File: src/rtl/mem_access_unit.sv
// mem_access_unit: single-outstanding CPU load/store unit with sub-word read-modify-write over a word memory
module mem_access_unit #(
  parameter int ADDR_W = 32,
  parameter int DATA_W = 32
) (
  input  logic              clk,
  input  logic              rst_n,
  input  logic              req_valid,
  output logic              req_ready,
  input  logic              req_write,
  input  logic [1:0]        req_size,
  input  logic              req_signed,
  input  logic [ADDR_W-1:0] req_addr,
  input  logic [DATA_W-1:0] req_wdata,
  output logic              resp_valid,
  input  logic              resp_ready,
  output logic [DATA_W-1:0] resp_rdata,
  output logic              resp_err,
  output logic [ADDR_W-1:0] mem_addr,
  output logic              mem_we,
  output logic [DATA_W-1:0] mem_wdata,
  input  logic [DATA_W-1:0] mem_rdata
);
  typedef enum logic [2:0] {IDLE, RD, RDATA, WR, RESP} state_t;
  state_t state, nxt;
  logic wr_q, sgn_q;
  logic [1:0] size_q;
  logic [ADDR_W-1:0] addr_q;
  logic [DATA_W-1:0] wdata_q, shifted, lane_mask, merged, load_data;
  logic [4:0] sh;
  logic accept, req_err;
  assign accept = req_valid && req_ready;
  assign req_err = (req_size == 2'b11) || (req_size == 2'b01 && req_addr[0]) ||
                   (req_size == 2'b10 && req_addr[1:0] != 2'b00);
  assign sh = {addr_q[1:0], 3'b000};
  assign shifted = mem_rdata >> sh;
  assign lane_mask = (size_q == 2'b00 ? DATA_W'(8'hFF) : DATA_W'(16'hFFFF)) << sh;
  assign merged = (mem_rdata & ~lane_mask) | ((wdata_q << sh) & lane_mask);
  assign load_data = size_q == 2'b00 ? {{(DATA_W-8){sgn_q & shifted[7]}}, shifted[7:0]} :
                     size_q == 2'b01 ? {{(DATA_W-16){sgn_q & shifted[15]}}, shifted[15:0]} :
                     shifted;
  // state register
  always_ff @(posedge clk or negedge rst_n) begin
    if (!rst_n) state <= IDLE;
    else state <= nxt;
  end
  // next state: errors skip memory, word stores skip the read, sub-word stores read then write
  always_comb begin
    nxt = state;
    case (state)
      IDLE:    if (accept) nxt = req_err ? RESP : (req_write && req_size == 2'b10) ? WR : RD;
      RD:      nxt = RDATA;
      RDATA:   nxt = wr_q ? WR : RESP;
      WR:      nxt = RESP;
      RESP:    if (resp_ready) nxt = IDLE;
      default: nxt = IDLE;
    endcase
  end
  // memory-side and request-side outputs decoded from state
  always_comb begin
    req_ready = state == IDLE;
    mem_we    = state == WR;
    mem_addr  = (state == RD || state == WR) ? addr_q >> 2 : '0;
    mem_wdata = state == WR ? wdata_q : '0;
  end
  // request capture; sub-word stores fold the read word into wdata_q before WR
  always_ff @(posedge clk or negedge rst_n) begin
    if (!rst_n) begin
      wr_q    <= 1'b0;
      sgn_q   <= 1'b0;
      size_q  <= 2'b00;
      addr_q  <= '0;
      wdata_q <= '0;
    end else if (accept) begin
      wr_q    <= req_write;
      sgn_q   <= req_signed;
      size_q  <= req_size;
      addr_q  <= req_addr;
      wdata_q <= req_wdata;
    end else if (state == RDATA && wr_q) begin
      wdata_q <= merged;
    end
  end
  // response registers load on entry to RESP and hold until the CPU takes them
  always_ff @(posedge clk or negedge rst_n) begin
    if (!rst_n) begin
      resp_valid <= 1'b0;
      resp_err   <= 1'b0;
      resp_rdata <= '0;
    end else if (state != RESP && nxt == RESP) begin
      resp_valid <= 1'b1;
      resp_err   <= state == IDLE;
      resp_rdata <= (state == RDATA && !wr_q) ? load_data : '0;
    end else if (state == RESP && resp_ready) begin
      resp_valid <= 1'b0;
      resp_err   <= 1'b0;
      resp_rdata <= '0;
    end
  end
endmodule

File: config.mk
export PLATFORM = sky130hd
export DESIGN_NAME = mem_access_unit
export DESIGN_NICKNAME = d
export VERILOG_FILES = /design/src/rtl/mem_access_unit.sv
export SDC_FILE = /design/constraint.sdc
export NUM_CORES = 1
export LEC_CHECK = 0
export ABC_AREA = 1
export CORE_MARGIN = 10
export CORE_UTILIZATION = 40
export DETAILED_ROUTE_END_ITERATION = 16
export PLACE_DENSITY = 0.69
export SYNTH_ARGS = -nofsm -noshare
export SYNTH_HDL_FRONTEND = slang
export SYNTH_SLANG_ARGS = --single-unit
File: constraint.sdc
create_clock -name clk -period 1.99 [get_ports clk]
set_clock_uncertainty 0.15 [all_clocks]
set_input_delay 0.398 -clock clk [delete_from_list [all_inputs] [get_ports clk]]
set_output_delay 0.398 -clock clk [all_outputs]
set_load 0.05 [all_outputs]
### Word level (Yosys, flattened, before mapping)

Cells that the tools add are included.

| operators by class | value |
|---|---|
| shift-type cells | 3 |
| reduce and logical (&&, ||, !) cells | 17 |
| multiplexer cells | 19 |
| equality and inequality tests | 10 |
| bitwise logic cells | 6 |

Operators with widths:

| kind | number |
|---|---|
| 2-to-1 mux 32 bit | 8 |
| AND 32 bit | 2 |
| NOT 32 bit | 1 |
| OR 32 bit | 1 |
| << shifter 16 x 5 -> 32 bit | 1 |
| << shifter 32 x 5 -> 32 bit | 1 |
| >> shifter 32 x 5 -> 32 bit | 1 |
| 2-to-1 mux 30 bit | 1 |
| 2-to-1 mux 16 bit | 1 |
| one-hot mux 3 bit (5 select lines) | 1 |
| 2-to-1 mux 3 bit | 4 |
| logical AND 1 bit | 8 |
| == test 3 x 2 -> 1 bit (second input constant) | 2 |
| == test 3 bit (second input constant) | 2 |
| nonzero test 2 bit | 3 |
| == test 2 x 1 -> 1 bit (second input constant) | 2 |
| == test 2 bit (second input constant) | 2 |
| == test 3 x 1 -> 1 bit (second input constant) | 1 |
| zero test 3 bit | 1 |
| logical OR 1 bit | 3 |
| 2-to-1 mux 1 bit | 3 |
| inequality test 3 bit (second input constant) | 1 |
| AND 1 bit | 2 |
| zero test 2 bit | 1 |
| other kinds (2) | 2 |

| storage, ports and cells | value |
|---|---|
| logic and storage cells | 64 |
| output and inout bits | 100 |
| bits in registers | 105 |

### Logic depth before layout (Yosys ltp)

Gate-level depths: netlist (run 1).

| depth | value |
|---|---|
| depth in word-level cells | 10 |
| mapped depth | 10 |

### Worst setup path before layout (run 1)

Ideal clock, no wire load.

| path | value |
|---|---|
| kind | register -> output |
| start | reg state[0] |
| end | out mem_wdata[10] |
| slack | -0.963 ns |
| data arrival time | 2.405 ns |
| stages on the path, launching flop included | 8 |
| data required time | 1.442 ns |
| cell sequence | dfrtp_1 inv_1 nor2_1 inv_1 nor2_1 inv_1 buf_2 nor2_1 |

| between the ends | value |
|---|---|
| word-level cells in the longest chain between the ends | 2 |

Ends and longest elaborated chain:

| what | RTL line | RTL |
|---|---|---|
| start, declared | 25 | `state_t state, nxt;` |
| start signal, assigned | 45 | `else state <= nxt;` |
| == test 3 x 2 -> 1 bit | n/a |  |
| net mem_we | 20 | `output logic mem_we,` |
| 2-to-1 mux 32 bit | 64 | `mem_wdata = state == WR ? wdata_q : '0;` |
| end, declared | 21 | `output logic [DATA_W-1:0] mem_wdata,` |

The timed path passes the listed nets, and every way through them passes these cells.

### Worst setup path after layout (run 1)

| path | value |
|---|---|
| start | reg state[2] |
| end | out mem_wdata[21] |

| between the ends | value |
|---|---|
| word-level cells in the longest chain between the ends | 2 |

Ends and longest elaborated chain:

| what | RTL line |
|---|---|
| == test 3 x 2 -> 1 bit | 64 |
| 2-to-1 mux 32 bit | 64 |

No other way between the ends.

==> results of run 1 <==
[cell families (layout without fill, tap and decap cells)]
logic type             Yosys count  in the layout  synth area share, %
other                            1              2               0.0602
AND/OR/NAND/NOR                424            424                 28.3
flip-flops                     105            105                 42.2
buffers and inverters          195            419                 13.5
AO/OA/AOI/OAI                  183            183                 16.0
[power groups by stage]
stage | clock [W] | sequential (W) | combinational (W)
floorplan | 0 | 0.00473 | 0.00522
global placement | 0 | 0.00377 | 0.00911
detailed placement | 0 | 0.00380 | 0.00919
CTS | 0.00178 | 0.00376 | 0.00930
global route | 0.00186 | 0.00389 | 0.0103
finish | 0.00174 | 0.00376 | 0.00935
[layout make-up]
cell class | count | area, um^2 | area share [%]
Multi-Input combinational cell | 609 | 3070 | 31.6
Timing Repair Buffer | 262 | 2940 | 30.3
Sequential cell | 105 | 2630 | 27.1
Inverter | 141 | 532 | 5.48
Tap cell | 211 | 264 | 2.72
Clock buffer | 10 | 239 | 2.46
Clock inverter | 6 | 41.3 | 0.425
[through the flow]
step | utilization [%] | cells
finish | 63.6 | 1344
global route | 63.6 | 1344
CTS | 63.1 | 1343
detailed placement | 59.9 | 1321
global placement | 59.9 | 1321
floorplan | - | 909
[synthesized netlist by cell type (all sizes together)]
| library cell | number | share of area (%) |
|---|---|---|
| a21oi | 52 | 4.7 |
| nand3b | 1 | 0.12 |
| o21a | 2 | 0.24 |
| nor3 | 7 | 0.56 |
| clkinv | 1 | 0.060 |
| o21ai | 110 | 8.8 |
| conb | 1 | 0.060 |
| nand2 | 257 | 16 |
| clkbuf | 17 | 1.0 |
| o211ai | 14 | 1.7 |
| buf | 37 | 4.0 |
| inv | 140 | 8.4 |
| nand3 | 71 | 6.1 |
| dfrtp | 105 | 42 |
| a22oi | 5 | 0.60 |
| nor2 | 88 | 5.6 |
[timing repair]
action                                 4_1_cts  5_1_grt
gates resized for setup                     42       23
endpoints found under the hold margin       19        0
setup buffers                                6        2
hold buffers                                 1        0
setup endpoints to repair                   63       72
pin swaps                                    2        3
[how the worst max path moves through the flow]
stage	slack [ns]	from	endpoint	cells past startpoint
after floorplan	-0.09	state[0]	mem_wdata[10]	7
after global placement	-0.03	req_valid	wdata_q[6]	5
after detailed placement	-0.04	req_valid	wdata_q[5]	5
after CTS	-0.20	state[2]	mem_wdata[21]	7
after global routing	-0.26	state[0]	mem_wdata[21]	8
final	-0.19	state[2]	mem_wdata[21]	7
[layer usage]
layer,wire length (um),share of wire (%)
met3,2500,11
met4,616,2.8
met2,10000,45
met5,0,0
met1,9230,41
[critical path: stages, from the launching register on]
cell,delay (ns)
dfrtp_1,0.41
nor2_4,0.11
inv_2,0.06
nor2_4,0.13
inv_4,0.06
buf_12,0.17
nor2_4,0.14
buf_8,0.15
==> metrics.md, run 1 <==
| Metric | Value |
|---|---|
| Met1 GRT Util | 26.6% |
| Final WL | 22400 um |
| Fmax | 0.458 GHz |
| Leakage power | 4.83 nW |
| Remaining global-route overflow | 0 |
| FILL cells | 1379 |
| GR peak layer | met2 |
| Worst path arrival time | 1.63 ns |
| Final Hold Violating Endpoints | 0 |
| RSZ-0062 raised after global routing | true |
| Commonest non-fill, non-tap cells in the layout | nand2_1, inv_1, o21ai_0, dfrtp_1, clkdlybuf4s50_1 |
| GR Util All Layers | 21.4% |
| Sink Count | 105 |
| DR vias | 6595 |
| R2R depth | 9 |
| Worst setup SP type | register |
| Max clock buf depth | 2 |
| Residual DRC | 0 |
| Setup TNS after final layout | -7.41 ns |
| Clk pwr share | 11.7% |
| Std cell rows | 45 |
| Syn-to-layout area delta | 55.8% |
| Root Driver | clkbuf_16 |
| Commonest non-fill, non-tap cell in the layout | nand2_1 |
| CTS clk-pin slew, worst paths | 0.07 ns |
| Critical Path RT | 1.44 ns |
| Internal power | 0.00727 W |
| Gpl congestion | 0.915 |
| CTS tree | built |
| CP max FO | 19 |
| Synth cell types | 30 |
| H-tree levels | 3 |
| I/O pin total | 204 |
| Least-Margin Pin Slew | 0.578 ns |
| Largest net degree at the start of global routing | 106 |
| Cts bufs inserted | 9 |
| Post-Syn Area per Cell | 6.86 um^2 |
| PwrDens | 1530 nW/um^2 |
| Wire per inst | 16.6 um |
| DRT Pass-1 Iters | 5 |
| Setup Slack @ Placement | -0.0400 ns |
| Power consumption | 0.0149 W |
| RR Startpoint | state[2] |
| Initial Util | 40.8% |
| Port Buffers | about 200 |
| Die area | 21000 um^2 |
| Die H | 145 um |
| Min Tclk post-route | 2.18 ns |
| Clock Latency Late Sink | around 0.36 ns |
| Mapped Area | around 6200 um^2 |
| Area after DPL | 9140 um^2 |
| DP Wirelength | 17100 um |
| Yosys warns | 0 |
| Violated checks | setup timing |
| Max-cap violation count | 0 |
| Routing usage on met2 | between 30% and 40% |
| Post-route ant nets | 0 |
| WHS | 0.329 ns |
| Worst setup EP type | output pin |
| ANT cells | 0 |
| Number of global-route vias before repair | 6680 |
| Worst slew margin | 61.5% |
| P_sw | 0.00758 W |
| Nets | 1232 |
| Reg power frac | 25.3% |
| Worst vdd ir | about 0.83 mV |
| Initial antenna violation count | 0 |
| Core ar. | around 15000 um^2 |
| Part of the cycle the worst path needs | 110% |
| First-pass GRT wire length | ~35000 um |
| Sw Share | 51.0% |
| Share of layout cells above drive strength 1 | 22.5% |
| Final Cell Area | 9710 um^2 |
| Hold Crit Class | register to register |
| Register area share after synthesis | 42.2% |
| Reg2Reg Setup Slack | 0.10 ns |
| DRT iter0 DRCs | a little over 600 |
| Gate Count Post-Synth | 908 |
| Status | finished, violations left |
| Final worst slack | -0.192 ns |
| Setup violations, final | 63 |
| Die width | 145 um |
| Gate power share | 63.0% |
| Synth Register Bits | around 110 |
| Slew Viols, Final | 0 |
| Via/cell ratio | 4.91 |
| Hold path depth | 2 |
| Crit Path Class | register to output pin |
| Met3 Resource Use GR | under 10% |
Note: power is estimated with default switching activity, not from simulation.
==> run 2: changes to the inputs <==
--- a/config.mk
+++ b/config.mk
@@ -7,9 +7,9 @@
 export LEC_CHECK = 0
 export ABC_AREA = 1
 export CORE_MARGIN = 10
-export CORE_UTILIZATION = 40
+export CORE_UTILIZATION = 25
 export DETAILED_ROUTE_END_ITERATION = 16
-export PLACE_DENSITY = 0.69
+export PLACE_DENSITY = 0.47
 export SYNTH_ARGS = -nofsm -noshare
 export SYNTH_HDL_FRONTEND = slang
 export SYNTH_SLANG_ARGS = --single-unit
==> metrics.md, run 2 (same netlist as run 1, synthesis figures left out) <==
| Metric | Value |
|---|---|
| DRT iter0 DRCs | 610 (-0.49%) |
| Final worst slack | -0.209 ns (-0.0163 ns) |
| Worst setup SP type | register |
| Via/cell ratio | 4.44 (-9.6%) |
| Critical Path RT | 1.44 ns (about the same) |
| Violated checks | setup timing |
| Post-route ant nets | 0 (unchanged) |
| Leakage power | 4.92 nW (+1.8%) |
| Crit Path Class | register to output pin |
| Worst setup EP type | output pin |
| Share of layout cells above drive strength 1 | 23.7% (+1.2 points) |
| Status | finished, violations left |
| I/O pin total | 204 (unchanged) |
| RSZ-0062 raised after global routing | true |
| Syn-to-layout area delta | 63.4% |
| FILL cells | 2565 (+86%) |
| GR Util All Layers | 15.4% (-6.0 points) |
| Number of global-route vias before repair | 6518 (-2.4%) |
| Core ar. | 24400 um^2 (+60%) |
| Final Hold Violating Endpoints | 0 (unchanged) |
| Nets | 1237 (+0.41%) |
| Port Buffers | 201 (unchanged) |
| Std cell rows | 57 (+27%) |
| Commonest non-fill, non-tap cells in the layout | nand2_1, inv_1, o21ai_0, dfrtp_1, clkdlybuf4s50_1 |
| Hold Crit Class | register to register |
| Remaining global-route overflow | 0 (unchanged) |
| Fmax | 0.455 GHz (-0.74%) |
| Clock Latency Late Sink | 0.36 ns (about the same) |
| Least-Margin Pin Slew | 0.561 ns (-0.0168 ns) |
| Final WL | 24800 um (+11%) |
| Initial Util | 25.5% (-15 points) |
| Most used cell along the critical path | nor2_4 |
| Die H | 178 um (+23%) |
| Min Tclk post-route | 2.20 ns (+0.0163 ns) |
| Residual DRC | 0 (unchanged) |
| Max-cap violation count | 0 (unchanged) |
| Commonest non-fill, non-tap cell in the layout | nand2_1 |
| H-tree levels | 3 (unchanged) |
| Max clock buf depth | 2 (unchanged) |
| DP Wirelength | 19400 um (+14%) |
| Worst vdd ir | 0.881 mV (+6.6%) |
| Sink Count | 105 (unchanged) |
| CP max FO | 7 (-12) |
| Max incr delay on CP | 0.42 ns (about the same) |
| Max stage delay cell, worst path | dfrtp_1 |
| Root Driver | clkbuf_16 |
| Cts bufs inserted | 9 (unchanged) |
| DRT Pass-1 Iters | 5 (unchanged) |
| Worst slew margin | 62.6% (+1.1 points) |
| CTS clk-pin slew, worst paths | 0.07 ns (about the same) |
| Power consumption | 0.0154 W (+3.9%) |
| Critical-path cell list | nor2_4, inv_4, buf_4, buf_6, clkbuf_16, nor2_4, buf_12 |
| Wire per inst | 16.9 um (+1.8%) |
| Die width | 178 um (+23%) |
| CTS tree | built |
| Gpl congestion | 0.896 (-2.1%) |
| First-pass GRT wire length | 37900 um (+8.2%) |
| Initial antenna violation count | 2 (+2) |
| Die area | 31600 um^2 (+51%) |
| DR vias | 6491 (-1.6%) |
| Setup violations, final | 63 (unchanged) |
| Fin util | 41.7% (-22 points) |
| Slew Viols, Final | 0 (unchanged) |
| Largest net degree at the start of global routing | 48 (-55%) |
| PwrDens | 1520 nW/um^2 (-0.92%) |
| Worst path arrival time | 1.65 ns (+0.02 ns) |
| Part of the cycle the worst path needs | 110% (+0.82 points) |
[run 2: worst paths after layout]
kind	from	end	slack (ns)	cells after the start
min reg2reg	register	register	0.33	2
min	register	register	0.33	2
max	state[2]	mem_addr[18]	-0.21	7
min in group asynchronous	rst_n	addr_q[15]	0.34	2
max reg2reg	state[2]	register	0.13	8
max in group asynchronous	rst_n	resp_rdata[27]	0.77	3
[run 2: timing repair]
item,4_1_cts,5_1_grt
resized for setup,57,50
setup buffers,2,7
cloned,1,1
pin swaps,2,3
setup endpoints to repair,63,73
hold buffers,1,0
endpoints found under the hold margin,23,0
[run 2: report_power, final]
| part | internal [W] | switching [W] |
|---|---|---|
| Clock | 0.00104 | 0.000854 |
| Sequential | 0.00316 | 0.000602 |
| Combinational | 0.00338 | 0.00639 |
[run 2: area by class of cell]
type / count / area, um^2 / area share [%]
diodes: 2 / 5.00 / 0.0492
multi-input cells: 609 / 3240 / 31.8
well taps: 324 / 405 / 3.98
clock inverters: 4 / 51.3 / 0.504
clock buffers: 11 / 253 / 2.48
flip-flops and latches: 105 / 2630 / 25.8
inverters: 141 / 537 / 5.27
repair buffers: 267 / 3060 / 30.1
[run 2: stage by stage]
stage	std cells	area, um^2	worst slack [ns]	hold WS [ns]	TNS, ns
6_report	1463	10200	-0.209	0.334	-9.77
5_1_grt	1461	10200	-0.307	0.347	-15.17
4_1_cts	1453	9880	-0.242	0.335	-9.07
3_5_place_dp	1435	9330	-0.0819	0.199	-1.70
3_3_place_gp	1435	9330	-0.00989	0.200	-0.101
2_1_floorplan	909	6550	-0.0941	-0.0476	-3.91
[run 2: worst max-delay path, delay by kind of cell, from the launching register on]
kind | cells | cell delay (ns)
buffers and inverters | 5 | 0.60
DFF | 1 | 0.42
and+or+nand+nor | 2 | 0.27
[run 2: layer usage]
| layer | routed length, um | GRT usage, % | part of all wire, % | vias up |
|---|---|---|---|---|
| met2 | 11100 | 23.9 | 45 | 219 |
| met3 | 2610 | 6.82 | 11 | 17 |
| li1 | - | - | - | 3295 |
| met4 | 247 | 3.20 | 1.0 | 2 |
| met1 | 10800 | 19.3 | 43 | 2958 |
| met5 | 10 | 0 | 0.040 | - |
==> run 3: changes to the inputs <==
--- a/config.mk
+++ b/config.mk
@@ -13,3 +13,4 @@
 export SYNTH_ARGS = -nofsm -noshare
 export SYNTH_HDL_FRONTEND = slang
 export SYNTH_SLANG_ARGS = --single-unit
+export TNS_END_PERCENT = 10
==> metrics.md, run 3 (same netlist as run 1, synthesis figures left out) <==
| Metric | Value |
|---|---|
| Final Hold Violating Endpoints | 0 (unchanged) |
| Largest net degree at the start of global routing | 49 (+2.1%) |
| Worst setup SP type | register |
| PwrDens | 1530 nW/um^2 (+1.1%) |
| CTS clk-pin slew, worst paths | 0.08 ns (about the same) |
| Max clock buf depth | 2 (unchanged) |
| Critical Path RT | 1.44 ns (about the same) |
| Worst setup EP type | output pin |
| Core ar. | 24400 um^2 (unchanged) |
| Via/cell ratio | 4.47 (+0.85%) |
| Port Buffers | 201 (unchanged) |
| Leakage power | 4.88 nW (-0.75%) |
| Setup Slack @ Placement | -0.0382 ns (+0.0437 ns) |
| First-pass GRT wire length | 38000 um (+0.40%) |
| Worst vdd ir | 0.803 mV (-8.9%) |
| Number of global-route vias before repair | 6664 (+2.2%) |
| Gpl congestion | 0.845 (-5.7%) |
| Hold Crit Class | register to register |
| RSZ-0062 raised after global routing | true |
| Final worst slack | -0.163 ns (+0.0452 ns) |
| Clock Latency Late Sink | 0.36 ns (about the same) |
| Setup violations, final | 63 (unchanged) |
| Critical-path cell list | inv_2, nor2_4, inv_2, nor2_4, inv_6, buf_12, nor2_4, buf_8 |
| Worst Setup SP | state[0] |
| Die area | 31600 um^2 (unchanged) |
| Met3 WL post-DR | 2650 um (+1.5%) |
| Root Driver | clkbuf_16 |
| Cell family with most CP delay | buffers and inverters |
| Max-cap violation count | 0 (unchanged) |
| Die width | 178 um (unchanged) |
| Part of the cycle the worst path needs | 108% (-2.3 points) |
| Slew Viols, Final | 0 (unchanged) |
| Initial antenna violation count | 5 (+3) |
| DR vias | 6533 (+0.65%) |
| Commonest non-fill, non-tap cell in the layout | nand2_1 |
| DP Wirelength | 19600 um (+0.96%) |
| GR Util All Layers | 15.4% (+0.034 points) |
| Die H | 178 um (unchanged) |
| CTS tree | built |
| WHS | 0.337 ns (+0.00288 ns) |
| CP max FO | 9 (+2) |
| I/O pin total | 204 (unchanged) |
| DRT Pass-1 Iters | 5 (unchanged) |
| Syn-to-layout area delta | 58.6% |
| Violated checks | setup timing |
| Final WL | 24600 um (-0.90%) |
| Least-Margin Pin Slew | 0.610 ns (+0.0485 ns) |
| Sink Count | 105 (unchanged) |
| Max stage delay cell, worst path | dfrtp_1 |
| Wl on met1 | 10300 um (-3.9%) |
| Share of layout cells above drive strength 1 | 21.0% (-2.7 points) |
| Most used cell along the critical path | nor2_4 |
| Min Tclk post-route | 2.15 ns (-0.0452 ns) |
| Wire per inst | 16.8 um (-0.69%) |
| Reg2Reg Setup Slack | 0.19 ns (+0.06 ns) |
| Critical path buffer and inverter count | 5 (unchanged) |
| Worst path arrival time | 1.61 ns (-0.04 ns) |
| RR Startpoint | addr_q[1] |
| Initial Util | 25.5% (unchanged) |
| Nets | 1235 (-0.16%) |
| Met2 Wirelength | 11300 um (+1.4%) |
| Hold path depth | 2 (unchanged) |
| Worst slew margin | 59.3% (-3.2 points) |
| Residual DRC | 0 (unchanged) |
| Fmax | 0.464 GHz (+2.1%) |
| Remaining global-route overflow | 0 (unchanged) |
| Crit Path Class | register to output pin |
| R2R depth | 6 (-2) |
| DRT iter0 DRCs | 388 (-36%) |
| Max incr delay on CP | 0.36 ns (-0.06 ns) |
| Cts bufs inserted | 9 (unchanged) |
| Power consumption | 0.0151 W (-1.9%) |
| Std cell rows | 57 (unchanged) |
| Commonest non-fill, non-tap cells in the layout | nand2_1, inv_1, o21ai_0, dfrtp_1, clkdlybuf4s50_1 |
| Top layer in use | met5 |
| H-tree levels | 3 (unchanged) |
| Post-route ant nets | 0 (unchanged) |
| Status | finished, violations left |
[run 3: changes by cell type in the layout (fill, tap and decap cells not counted), moves of 2 or more]
cell | previous run | this run
nor2_1 | 21 | 49
nor2_4 | 64 | 36
buf_4 | 82 | 85
buf_16 | 2 | 0
buf_8 | 13 | 11
clkbuf_8 | 2 | 0
[run 3: metrics by stage]
step | utilization, % | TNS (ns) | cells | area, um^2
after floorplan | - | -3.48 | 909 | 6520
after global placement | 38.4 | -0.139 | 1441 | 9360
after detailed placement | 38.4 | -0.188 | 1441 | 9360
after CTS | 40.4 | -11.16 | 1459 | 9850
after global routing | 40.5 | -14.70 | 1459 | 9880
final | 40.5 | -8.59 | 1460 | 9880
[run 3: layout make-up]
cell class                      instances  area (um^2)
Fill cell                            2604        14500
Inverter                              141          534
Timing Repair Buffer                  265         2970
Antenna cell                            1         2.50
Tap cell                              324          405
Clock buffer                            9          225
Multi-Input combinational cell        609         3030
Sequential cell                       105         2630
Clock inverter                          6         90.1
[run 3: metal layers]
metal  track usage (%)  vias up
met5                 0        -
met4              2.74        6
met3              7.12       20
met2              24.6      205
met1              18.8     3021
li1                  -     3281
[run 3: power breakdown]
group | switching, W | internal [W]
logic | 0.00614 | 0.00324
clock network | 0.000886 | 0.00111
registers | 0.000601 | 0.00316
[run 3: what timing repair did]
item                       CTS  global route
buffers inserted             2             0
pin swaps                    2             0
setup endpoints to repair   63            64
hold endpoints to repair    25             0
hold buffers                 1             0
resized for setup           39            10
[run 3: worst max-delay path by stage]
| stage | to | cells past startpoint |
|---|---|---|
| after CTS | mem_wdata[21] | 7 |
| final | mem_wdata[21] | 8 |
| after global routing | mem_wdata[10] | 8 |
| after floorplan | mem_wdata[10] | 7 |
| after global placement | resp_rdata[30] | 8 |
| after detailed placement | resp_rdata[30] | 8 |
[run 3: worst register-to-register path: cells and delay by family (launching register included)]
family,cells,cell delay [ns]
DFF,1,0.51
AOI/OAI and AO/OA,3,0.67
buffers and inverters,1,0.18
and+or+nand+nor,2,0.23
